## src/rtl/demux_pkg.sv

```systemverilog
// Shared constants and state encoding for the serial-to-lane sequencer.
package demux_pkg;
  localparam int LANES     = 8;
  localparam int SEL_W     = 3;
  localparam int LAST_LANE = LANES - 1;

  typedef enum logic [1:0] {
    ST_IDLE = 2'd0,
    ST_RUN  = 2'd1,
    ST_HOLD = 2'd2
  } state_e;
endpackage

```

## src/rtl/demux_lane_seq_if.sv

```systemverilog
// Serial input, lane output and frame handshake bundle of the sequencer.
interface demux_lane_seq_if #(
   parameter int LANES = demux_pkg::LANES,
   parameter int SEL_W = demux_pkg::SEL_W
);
   logic             start;
   logic             abort;
   logic             din_valid;
   logic             din;
   logic             din_ready;
   logic [SEL_W-1:0] sel;
   logic             lane_din;
   logic             lane_stb;
   logic [LANES-1:0] frame_data;
   logic             frame_valid;
   logic             frame_ack;

   modport master (
      output start, abort, din_valid, din, frame_ack,
      input  din_ready, sel, lane_din, lane_stb, frame_data, frame_valid
   );

   modport slave (
      input  start, abort, din_valid, din, frame_ack,
      output din_ready, sel, lane_din, lane_stb, frame_data, frame_valid
   );
endinterface

```

## src/rtl/demux_lane_seq_lane_counter.sv

```systemverilog
// Lane index counter: clear has priority, wrap flags the increment out of the last lane.
module lane_counter #(
   parameter int W    = demux_pkg::SEL_W,
   parameter int LAST = demux_pkg::LAST_LANE
) (
   input  logic         clk,
   input  logic         rst,
   input  logic         clr_i,
   input  logic         inc_i,
   output logic [W-1:0] cnt_o,
   output logic         wrap_o
);
   logic [W-1:0] cnt_q, cnt_d;

   assign wrap_o = inc_i && (cnt_q == W'(LAST));
   assign cnt_o  = cnt_q;

   always_comb begin
      cnt_d = cnt_q;
      if (clr_i)       cnt_d = '0;
      else if (wrap_o) cnt_d = '0;
      else if (inc_i)  cnt_d = cnt_q + W'(1);
   end

   always_ff @(posedge clk or posedge rst) begin
      if (rst) cnt_q <= '0;
      else     cnt_q <= cnt_d;
   end
endmodule

```

## src/rtl/demux_lane_seq.sv

```systemverilog
// Serial-to-lane sequencer: steers accepted bits to lanes 0..7 and holds the
// assembled byte until the consumer acknowledges it.
module demux_lane_seq #(
   parameter int LANES = demux_pkg::LANES,
   parameter int SEL_W = demux_pkg::SEL_W
) (
   input logic            clk,
   input logic            rst,
   demux_lane_seq_if.slave bus
);
   import demux_pkg::*;

   state_e           state_q;
   logic [SEL_W-1:0] sel_q;
   logic             lane_din_q;
   logic             lane_stb_q;
   logic [LANES-1:0] frame_data_q;
   logic             frame_valid_q;

   logic [SEL_W-1:0] cnt;
   logic             wrap;
   logic             in_run;
   logic             accept;
   logic             cnt_clr;

   assign in_run  = (state_q == ST_RUN);
   // abort wins over a bit offered in the same cycle
   assign accept  = in_run && bus.din_valid && !bus.abort;
   assign cnt_clr = ((state_q == ST_IDLE) && bus.start) ||
                    (bus.abort && (state_q != ST_IDLE));

   lane_counter #(.W(SEL_W), .LAST(LANES - 1)) u_cnt (
      .clk    (clk),
      .rst    (rst),
      .clr_i  (cnt_clr),
      .inc_i  (accept),
      .cnt_o  (cnt),
      .wrap_o (wrap)
   );

   always_ff @(posedge clk or posedge rst) begin
      if (rst) begin
         state_q       <= ST_IDLE;
         sel_q         <= '0;
         lane_din_q    <= 1'b0;
         lane_stb_q    <= 1'b0;
         frame_data_q  <= '0;
         frame_valid_q <= 1'b0;
      end else begin
         lane_stb_q <= 1'b0;
         case (state_q)
            ST_IDLE: begin
               if (bus.start) state_q <= ST_RUN;
            end
            ST_RUN: begin
               if (bus.abort) begin
                  state_q <= ST_IDLE;
               end else if (accept) begin
                  sel_q             <= cnt;
                  lane_din_q        <= bus.din;
                  lane_stb_q        <= 1'b1;
                  frame_data_q[cnt] <= bus.din;
                  if (wrap) begin
                     state_q       <= ST_HOLD;
                     frame_valid_q <= 1'b1;
                  end
               end
            end
            ST_HOLD: begin
               if (bus.abort || bus.frame_ack) begin
                  state_q       <= ST_IDLE;
                  frame_valid_q <= 1'b0;
               end
            end
            default: begin
               state_q       <= ST_IDLE;
               frame_valid_q <= 1'b0;
            end
         endcase
      end
   end

   assign bus.din_ready   = in_run;
   assign bus.sel         = sel_q;
   assign bus.lane_din    = lane_din_q;
   assign bus.lane_stb    = lane_stb_q;
   assign bus.frame_data  = frame_data_q;
   assign bus.frame_valid = frame_valid_q;
endmodule

```

## src/flat_wrapper.sv

```systemverilog
// flat-port wrapper written by rule: the top's interface ports become plain ports
module demux_lane_seq_flat import demux_pkg::*;
#(
   parameter int LANES = demux_pkg::LANES,
   parameter int SEL_W = demux_pkg::SEL_W
)
  (clk, rst, bus_start, bus_abort, bus_din_valid, bus_din, bus_frame_ack, bus_din_ready, bus_sel, bus_lane_din, bus_lane_stb, bus_frame_data, bus_frame_valid);
  demux_lane_seq_if #(.LANES(LANES), .SEL_W(SEL_W)) bus_i ();
  input logic clk;
  input logic rst;
  input wire logic [$bits(bus_i.start)-1:0] bus_start;
  input wire logic [$bits(bus_i.abort)-1:0] bus_abort;
  input wire logic [$bits(bus_i.din_valid)-1:0] bus_din_valid;
  input wire logic [$bits(bus_i.din)-1:0] bus_din;
  input wire logic [$bits(bus_i.frame_ack)-1:0] bus_frame_ack;
  output wire logic [$bits(bus_i.din_ready)-1:0] bus_din_ready;
  output wire logic [$bits(bus_i.sel)-1:0] bus_sel;
  output wire logic [$bits(bus_i.lane_din)-1:0] bus_lane_din;
  output wire logic [$bits(bus_i.lane_stb)-1:0] bus_lane_stb;
  output wire logic [$bits(bus_i.frame_data)-1:0] bus_frame_data;
  output wire logic [$bits(bus_i.frame_valid)-1:0] bus_frame_valid;
  assign bus_i.start = bus_start;
  assign bus_i.abort = bus_abort;
  assign bus_i.din_valid = bus_din_valid;
  assign bus_i.din = bus_din;
  assign bus_i.frame_ack = bus_frame_ack;
  assign bus_din_ready = bus_i.din_ready;
  assign bus_sel = bus_i.sel;
  assign bus_lane_din = bus_i.lane_din;
  assign bus_lane_stb = bus_i.lane_stb;
  assign bus_frame_data = bus_i.frame_data;
  assign bus_frame_valid = bus_i.frame_valid;
  demux_lane_seq #(.LANES(LANES), .SEL_W(SEL_W)) u_core (.clk(clk), .rst(rst), .bus(bus_i));
endmodule
```

## config.mk

```make
export PLATFORM = sky130hd
export DESIGN_NAME = demux_lane_seq_flat
export DESIGN_NICKNAME = d
export VERILOG_FILES = /design/src/rtl/demux_pkg.sv /design/src/rtl/demux_lane_seq_if.sv /design/src/rtl/demux_lane_seq_lane_counter.sv /design/src/rtl/demux_lane_seq.sv /design/src/flat_wrapper.sv
export SDC_FILE = /design/constraint.sdc
export NUM_CORES = 1
export LEC_CHECK = 0
export BUFFER_PORTS_ARGS = -buffer_cell sky130_fd_sc_hd__buf_2
export CORE_MARGIN = 2
export CORE_UTILIZATION = 46
export DETAILED_ROUTE_END_ITERATION = 8
export HOLD_SLACK_MARGIN = 0.02
export PLACE_DENSITY_LB_ADDON = 0.1
export REMOVE_ABC_BUFFERS = 1
export SLEW_MARGIN = 25
export SYNTH_ARGS = -nofsm -noshare
export SYNTH_HDL_FRONTEND = slang
export SYNTH_SLANG_ARGS = --single-unit
```

## constraint.sdc

```tcl
create_clock -name clk -period 1.5 [get_ports clk]
set_clock_uncertainty 0.15 [all_clocks]
set_input_delay 0.075 -clock clk [delete_from_list [all_inputs] [get_ports clk]]
set_output_delay 0.075 -clock clk [all_outputs]
set_load 0.1 [all_outputs]
```

After elaboration in Yosys (flattened, before gate mapping)
Cells that the tools add are included.
{ "word_totals": {"mem_bits_rw": 0, "rom_bits": 0, "latch_bits": 0, "register_bits": 19, "out_inout_bits": 15, "mem_count": 0} }
{ "classes": {"n_eq_ne": 10, "n_shift": 0, "n_lt_le_gt_ge": 2, "bitwise": 2, "addsub": 1, "mul": 0, "muxes": 20, "n_reduce_logical": 15, "div": 0} }
{ "op_table": {"columns": ["op", "n"], "rows": [
  ["$mux W2", 5],
  ["$mux W3", 3],
  ["$bwmux W8", 1],
  ["$mux W1", 8],
  ["$ne A2 B2 Y1 const B", 4],
  ["$logic_and A1 B1 Y1", 6],
  ["$ne A3 B3 Y1 const B", 2],
  ["$pmux W2 S3", 1],
  ["$reduce_and A5 Y1", 1],
  ["$lt A3 B4 Y1 const B", 1],
  ["$reduce_and A4 Y1", 1],
  ["$add A3 B1 Y3 const B", 1],
  ["$demux W1 S3", 1],
  ["$eq A3 B3 Y1 const B", 1],
  ["$ge A3 B1 Y1 const B", 1],
  ["$pmux W1 S3", 1],
  ["$reduce_and A3 Y1", 1],
  ["$reduce_bool A3 Y1", 1],
  ["$eq A2 B1 Y1 const B", 1],
  ["$eq A2 B2 Y1 const B", 1],
  ["$logic_not A2 Y1", 1],
  ["$logic_or A1 B1 Y1", 2],
  ["$ne A2 B1 Y1 const B", 1],
  ["$not A1 Y1", 2],
  ["2 further kinds", 2]
]} }

Longest topological paths before layout
{ "logic_depth": {"word_depth": 8, "ltp_mapped": 5} }

Hierarchy
Synthesis repeated with hierarchy kept, for this count alone.
{ "hier_totals": {"hier_cells": 80, "hier_area_um2": 922.1} }
{ "modules_own_cells": {"columns": ["mod", "seq_area_each_um2", "instances", "cells_each", "area_per_inst_um2"], "rows": [
  ["demux_lane_seq", 400.4, 1, 65, 755.7],
  ["lane_counter", 75.1, 1, 15, 166.4]
]} }

Worst setup path before layout
Ideal clock, no wire load.
{ "synth_path": {"path_type": "register to register", "from": "register u_core.state_q[0]", "to": "register u_core.state_q[1]", "stages_incl_launch_ff": 4, "t_required_ns": 1.273, "arrival_ns": 2.178, "synth_period_minus_slack_ns": 2.406, "path_buffers": 0, "path_slack_ns": -0.906, "path_cell_list": "dfrtp_1 > nor2b_1 > a31oi_1 > nor2_1"} }
{ "synth_via": {"elab_chain_cells": 6} }
{ "synth_lines": {"columns": ["item", "line_no", "text"], "rows": [
  ["start, declared", "demux_lane_seq.sv:13", "state_e state_q;"],
  ["start signal, assigned", "demux_lane_seq.sv:43", "state_q <= ST_IDLE;"],
  ["start signal, assigned", "demux_lane_seq.sv:53", "if (bus.start) state_q <= ST_RUN;"],
  ["start signal, assigned", "demux_lane_seq.sv:57", "state_q <= ST_IDLE;"],
  ["$eq A2 B1 Y1 (*)", "demux_lane_seq.sv:26", "assign in_run = (state_q == ST_RUN);"],
  ["named net bus_din_ready", "flat_wrapper.sv:16", "output wire logic [$bits(bus_i.din_ready)-1:0] bus_din_ready;"],
  ["$logic_and A1 B1 Y1 (2 in a row)", "demux_lane_seq.sv:28", "assign accept = in_run && bus.din_valid && !bus.abort;"],
  ["$logic_and A1 B1 Y1", "demux_lane_seq_lane_counter.sv:15", "assign wrap_o = inc_i && (cnt_q == W'(LAST));"],
  ["$ne A3 B3 Y1 (no source line)", null, null],
  ["$reduce_and A4 Y1 (no source line)", null, null]
]} }
The timed path passes the listed nets; every way through them passes the cells marked *.
A chain may end at the register's enable or synchronous reset.

Worst setup path in the final report
{ "layout_path": {"from": "register u_core.state_q[1]", "to": "register u_core.frame_data_q[0], in the netlist u_core.bus.frame_data[0]"} }
{ "layout_via": {"elab_chain_cells": 4} }
{ "layout_lines": {"columns": ["item", "line_no", "text"], "rows": [
  ["$eq A2 B1 Y1 (*)", "demux_lane_seq.sv:26, demux_lane_seq.sv:51", null],
  ["$logic_and A1 B1 Y1 (2 in a row)", "demux_lane_seq.sv:28", null],
  ["$reduce_and A3 Y1 (no source line) (*)", null, null],
  ["end signal, assigned by index", "demux_lane_seq.sv:62", "frame_data_q[cnt] <= bus.din;"],
  ["end, declared", "demux_lane_seq.sv:17", "logic [LANES-1:0] frame_data_q;"]
]} }
Mark *: on every way between the ends. The rest lies on a longest branch, timed or not.

==> impl_results.md <==
* Status: finished with violations
* Failing checks: negative setup slack
* GR met3 Demand/Resource at under 10%
* Hold path cells at 4
* R2r startpoint: u_core.state_q[1]
* H-Tree Depth at 1
* Cell taking the most area after synthesis: dfrtp_1
* Power Total at approximately 1300 µW
* Hpwl dp at approximately 1.3 mm
* Initial Utilization at a little under half
* Setup CP Type: reg2reg
* Post-synthesis area per instance at around 12 µm²
* Fraction of layout instances using a drive strength above 1 at between 40% and 50%
* Critical Path Start: u_core.state_q[1]
* CP max FO at 7
* M2 GR Usage at between 30% and 40%
* Core area at between 1500 and 2000 µm²
* Cell area after synthesis at ~910 µm²
* Seq/Total Area, Yosys at between 50% and 60%
* Worst setup margin at -0.0464 ns
* PortBufs at 21
* Top-area cell type share of the netlist area at 52.1%
* Setup violators final at 5
* Clock Path Buffers at 2
* Crit share post-route at 103%
* CTS tree: done
* CP Data Arrival Time at between 1.5 and 2 ns
* PD cells at 993 nW/µm²
* Slowest cell on crit path: dfrtp_1
* Num rows at 16
* Worst Hold Path EP: u_core.state_q[0]
* Final WL at 1.76 mm
* Critical R2R Capture: u_core.bus.frame_data[0]
* Vias at between 600 and 700
* Multi-input gate area at approximately 430 µm²
* Crit path cell chain: nand4bb_4 > buf_6 > nor4_4 > mux2_4
* Clock-pin transition on the worst setup and hold timing paths at around 0.1 ns
* DRT antenna net count at 0
* Top cells by area, synth: dfrtp_1 (52%), mux2_2 (8.6%), nand2_1 (7.0%)
* IR drop worst, VDD at a little under 0.6 mV
* Final Slew Violations at 0
* Overall routing resource usage at about 18%
* Synth warn at 0
* Initial antenna violation count at 0
* Max_slew headroom at roughly two thirds
* Die outline height at 48.6 µm
* Minimum clock period at about 1.5 ns
* CP delay by family, top: flip-flops
* Hold Startpoint: bus_din_valid
* Largest net degree at the start of global routing at 20
* Area Overhead vs Synth at 38.8%
* WP buf/inv at 1
* Routed len/inst at 12.1 µm
* Worst-Skew Late Latency at between 0.2 and 0.3 ns
* Met1 usage at a little over a fifth
* Die area at around 2400 µm²
* Commonest non-fill, non-tap cell in the layout: buf_2
* Overflow after GRT at 0
* Setup_tns at -0.115 ns
* Cell variety after synth at 30
* Postcts setup bufs at 0
* Commonest cells after routing, fill and taps aside: buf_2 (20), dfrtp_1 (18), nand2_1 (17)
* Io pins at 22
* CTS Buf Count at 3
* Fraction of registers with async set or reset after synthesis at 100%
* Sequential cell area at around 480 µm²
* Largest stage delay on the critical path at around 0.4 ns
* Fin. Hold Viols at 0
* Worst-margin pin slew at ~0.49 ns
* DR DRC count at 0
* Post-Syn Instances at 79
* Worst setup SP type: register
* Root Driver: clkbuf_4
* Most common flop cell mapped by yosys: dfrtp_1
* DR iter-0 viols at 12
* Most used routing layer: met2
* CP endpoint kind: register
* Fillers at 163
* Die width at 48.6 µm
* Flop2flop setup slack at -0.05 ns
* Pleak at around 0.0007 µW
* CTS Sinks at 19
* Drt pass-1 iters at 3
* Required @ worst endpoint at roughly 1.5 ns
* R2R cell count at 4
* Max-Cap Viols at 0
* RePlAce Congestion at 0.769
* Vias in the first global route at 727
* HP Class: in2reg
* Yosys reg bits at 19
* Global-route wire length before repair at 3.19 mm
* Fmax at between 600 and 700 MHz
* ANT cells at 0
* Number of vias per cell at approximately 4.7
* Fin nets at 129
* Number of flops mapped to enable cells by yosys at 0
* RSZ-0062 raised after global routing: true
-- cell usage after synthesis (all sizes together) (2+ instances only) --
| master | n |
|---|---|
| inv | 2 |
| nor2 | 4 |
| nor4b | 2 |
| buf | 4 |
| dfrtp | 19 |
| ha | 2 |
| a21oi | 3 |
| nand4b | 2 |
| nand2 | 17 |
| mux2 | 9 |
-- logic make-up after synthesis --
logic type / synth area share, %
AO/OA/AOI/OAI: 4.66
multiplexers: 12.2
buffers and inverters: 5.07
AND/OR/NAND/NOR: 23.3
adder cells (fa/ha/maj): 2.74
flip-flops: 52.1
-- where the power goes --
part,internal (µW),switching [µW],total [µW]
logic,111,333,444
registers,548,17.9,566
clock network,103,145,249
total,762,497,1260
-- stage by stage --
stage | instance area (µm²) | instances | hold WS, ns | utilization, % | worst slack, ns
floorplan | 875 | 74 | -0.124 | - | -0.906
global placement | 1130 | 136 | -0.0468 | 59.0 | -0.0625
detailed placement | 1130 | 136 | -0.0412 | 59.0 | -0.0949
CTS | 1250 | 146 | 0.0324 | 65.1 | -0.103
global route | 1270 | 146 | 0.0523 | 66.0 | -0.134
finish | 1270 | 146 | 0.0340 | 66.0 | -0.0464
-- area by class of cell --
class                      instances  area share, %
timing repair buffer              41           22.8
inverter                           2          0.592
tap                               27           2.67
sequential                        19           37.6
clock buffer                       4           2.07
multi-input combinational         53           34.3
-- what timing repair did --
| item | 4_1_cts | 5_1_grt |
|---|---|---|
| pin swaps | 2 | 1 |
| hold buffers | 6 | 0 |
| gates resized for setup | 6 | 5 |
| endpoints found under the hold margin | 33 | 0 |
| endpoints found under the setup margin | 6 | 13 |
-- worst register-to-register path, stage by stage (launching register included) --
cell	delay (ns)
dfrtp_1	0.40
nand4bb_4	0.26
buf_6	0.16
nor4_4	0.14
mux2_4	0.32
-- state kept, by name (all words and copies together) (netlist names) --
register	count
u_core.u_cnt.cnt_o	3
u_core.bus.frame_data	8
u_core.bus.sel	3
u_core.bus.lane_stb	1
u_core.bus.frame_valid	1
u_core.state_q	2
u_core.bus.lane_din	1
-- worst max-delay path by stage --
| stage | depth (start not counted) | to | slack (ns) |
|---|---|---|---|
| 6_report | 4 | u_core.bus.frame_data[0] | -0.05 |
| 3_3_place_gp | 3 | u_core.bus.frame_data[4] | -0.06 |
| 4_1_cts | 4 | u_core.bus.frame_data[0] | -0.10 |
| 3_5_place_dp | 3 | u_core.bus.frame_data[4] | -0.09 |
| 2_1_floorplan | 3 | u_core.state_q[1] | -0.91 |
| 5_1_grt | 4 | u_core.bus.frame_data[0] | -0.13 |
-- per-layer routing --
layer / share of wire, % / wire, µm
met1: 48 / 842
met2: 47 / 832
met3: 3.0 / 53
met4: 2.0 / 36
met5: 0 / 0
No activity file was read; power rests on OpenSTA's default activity.
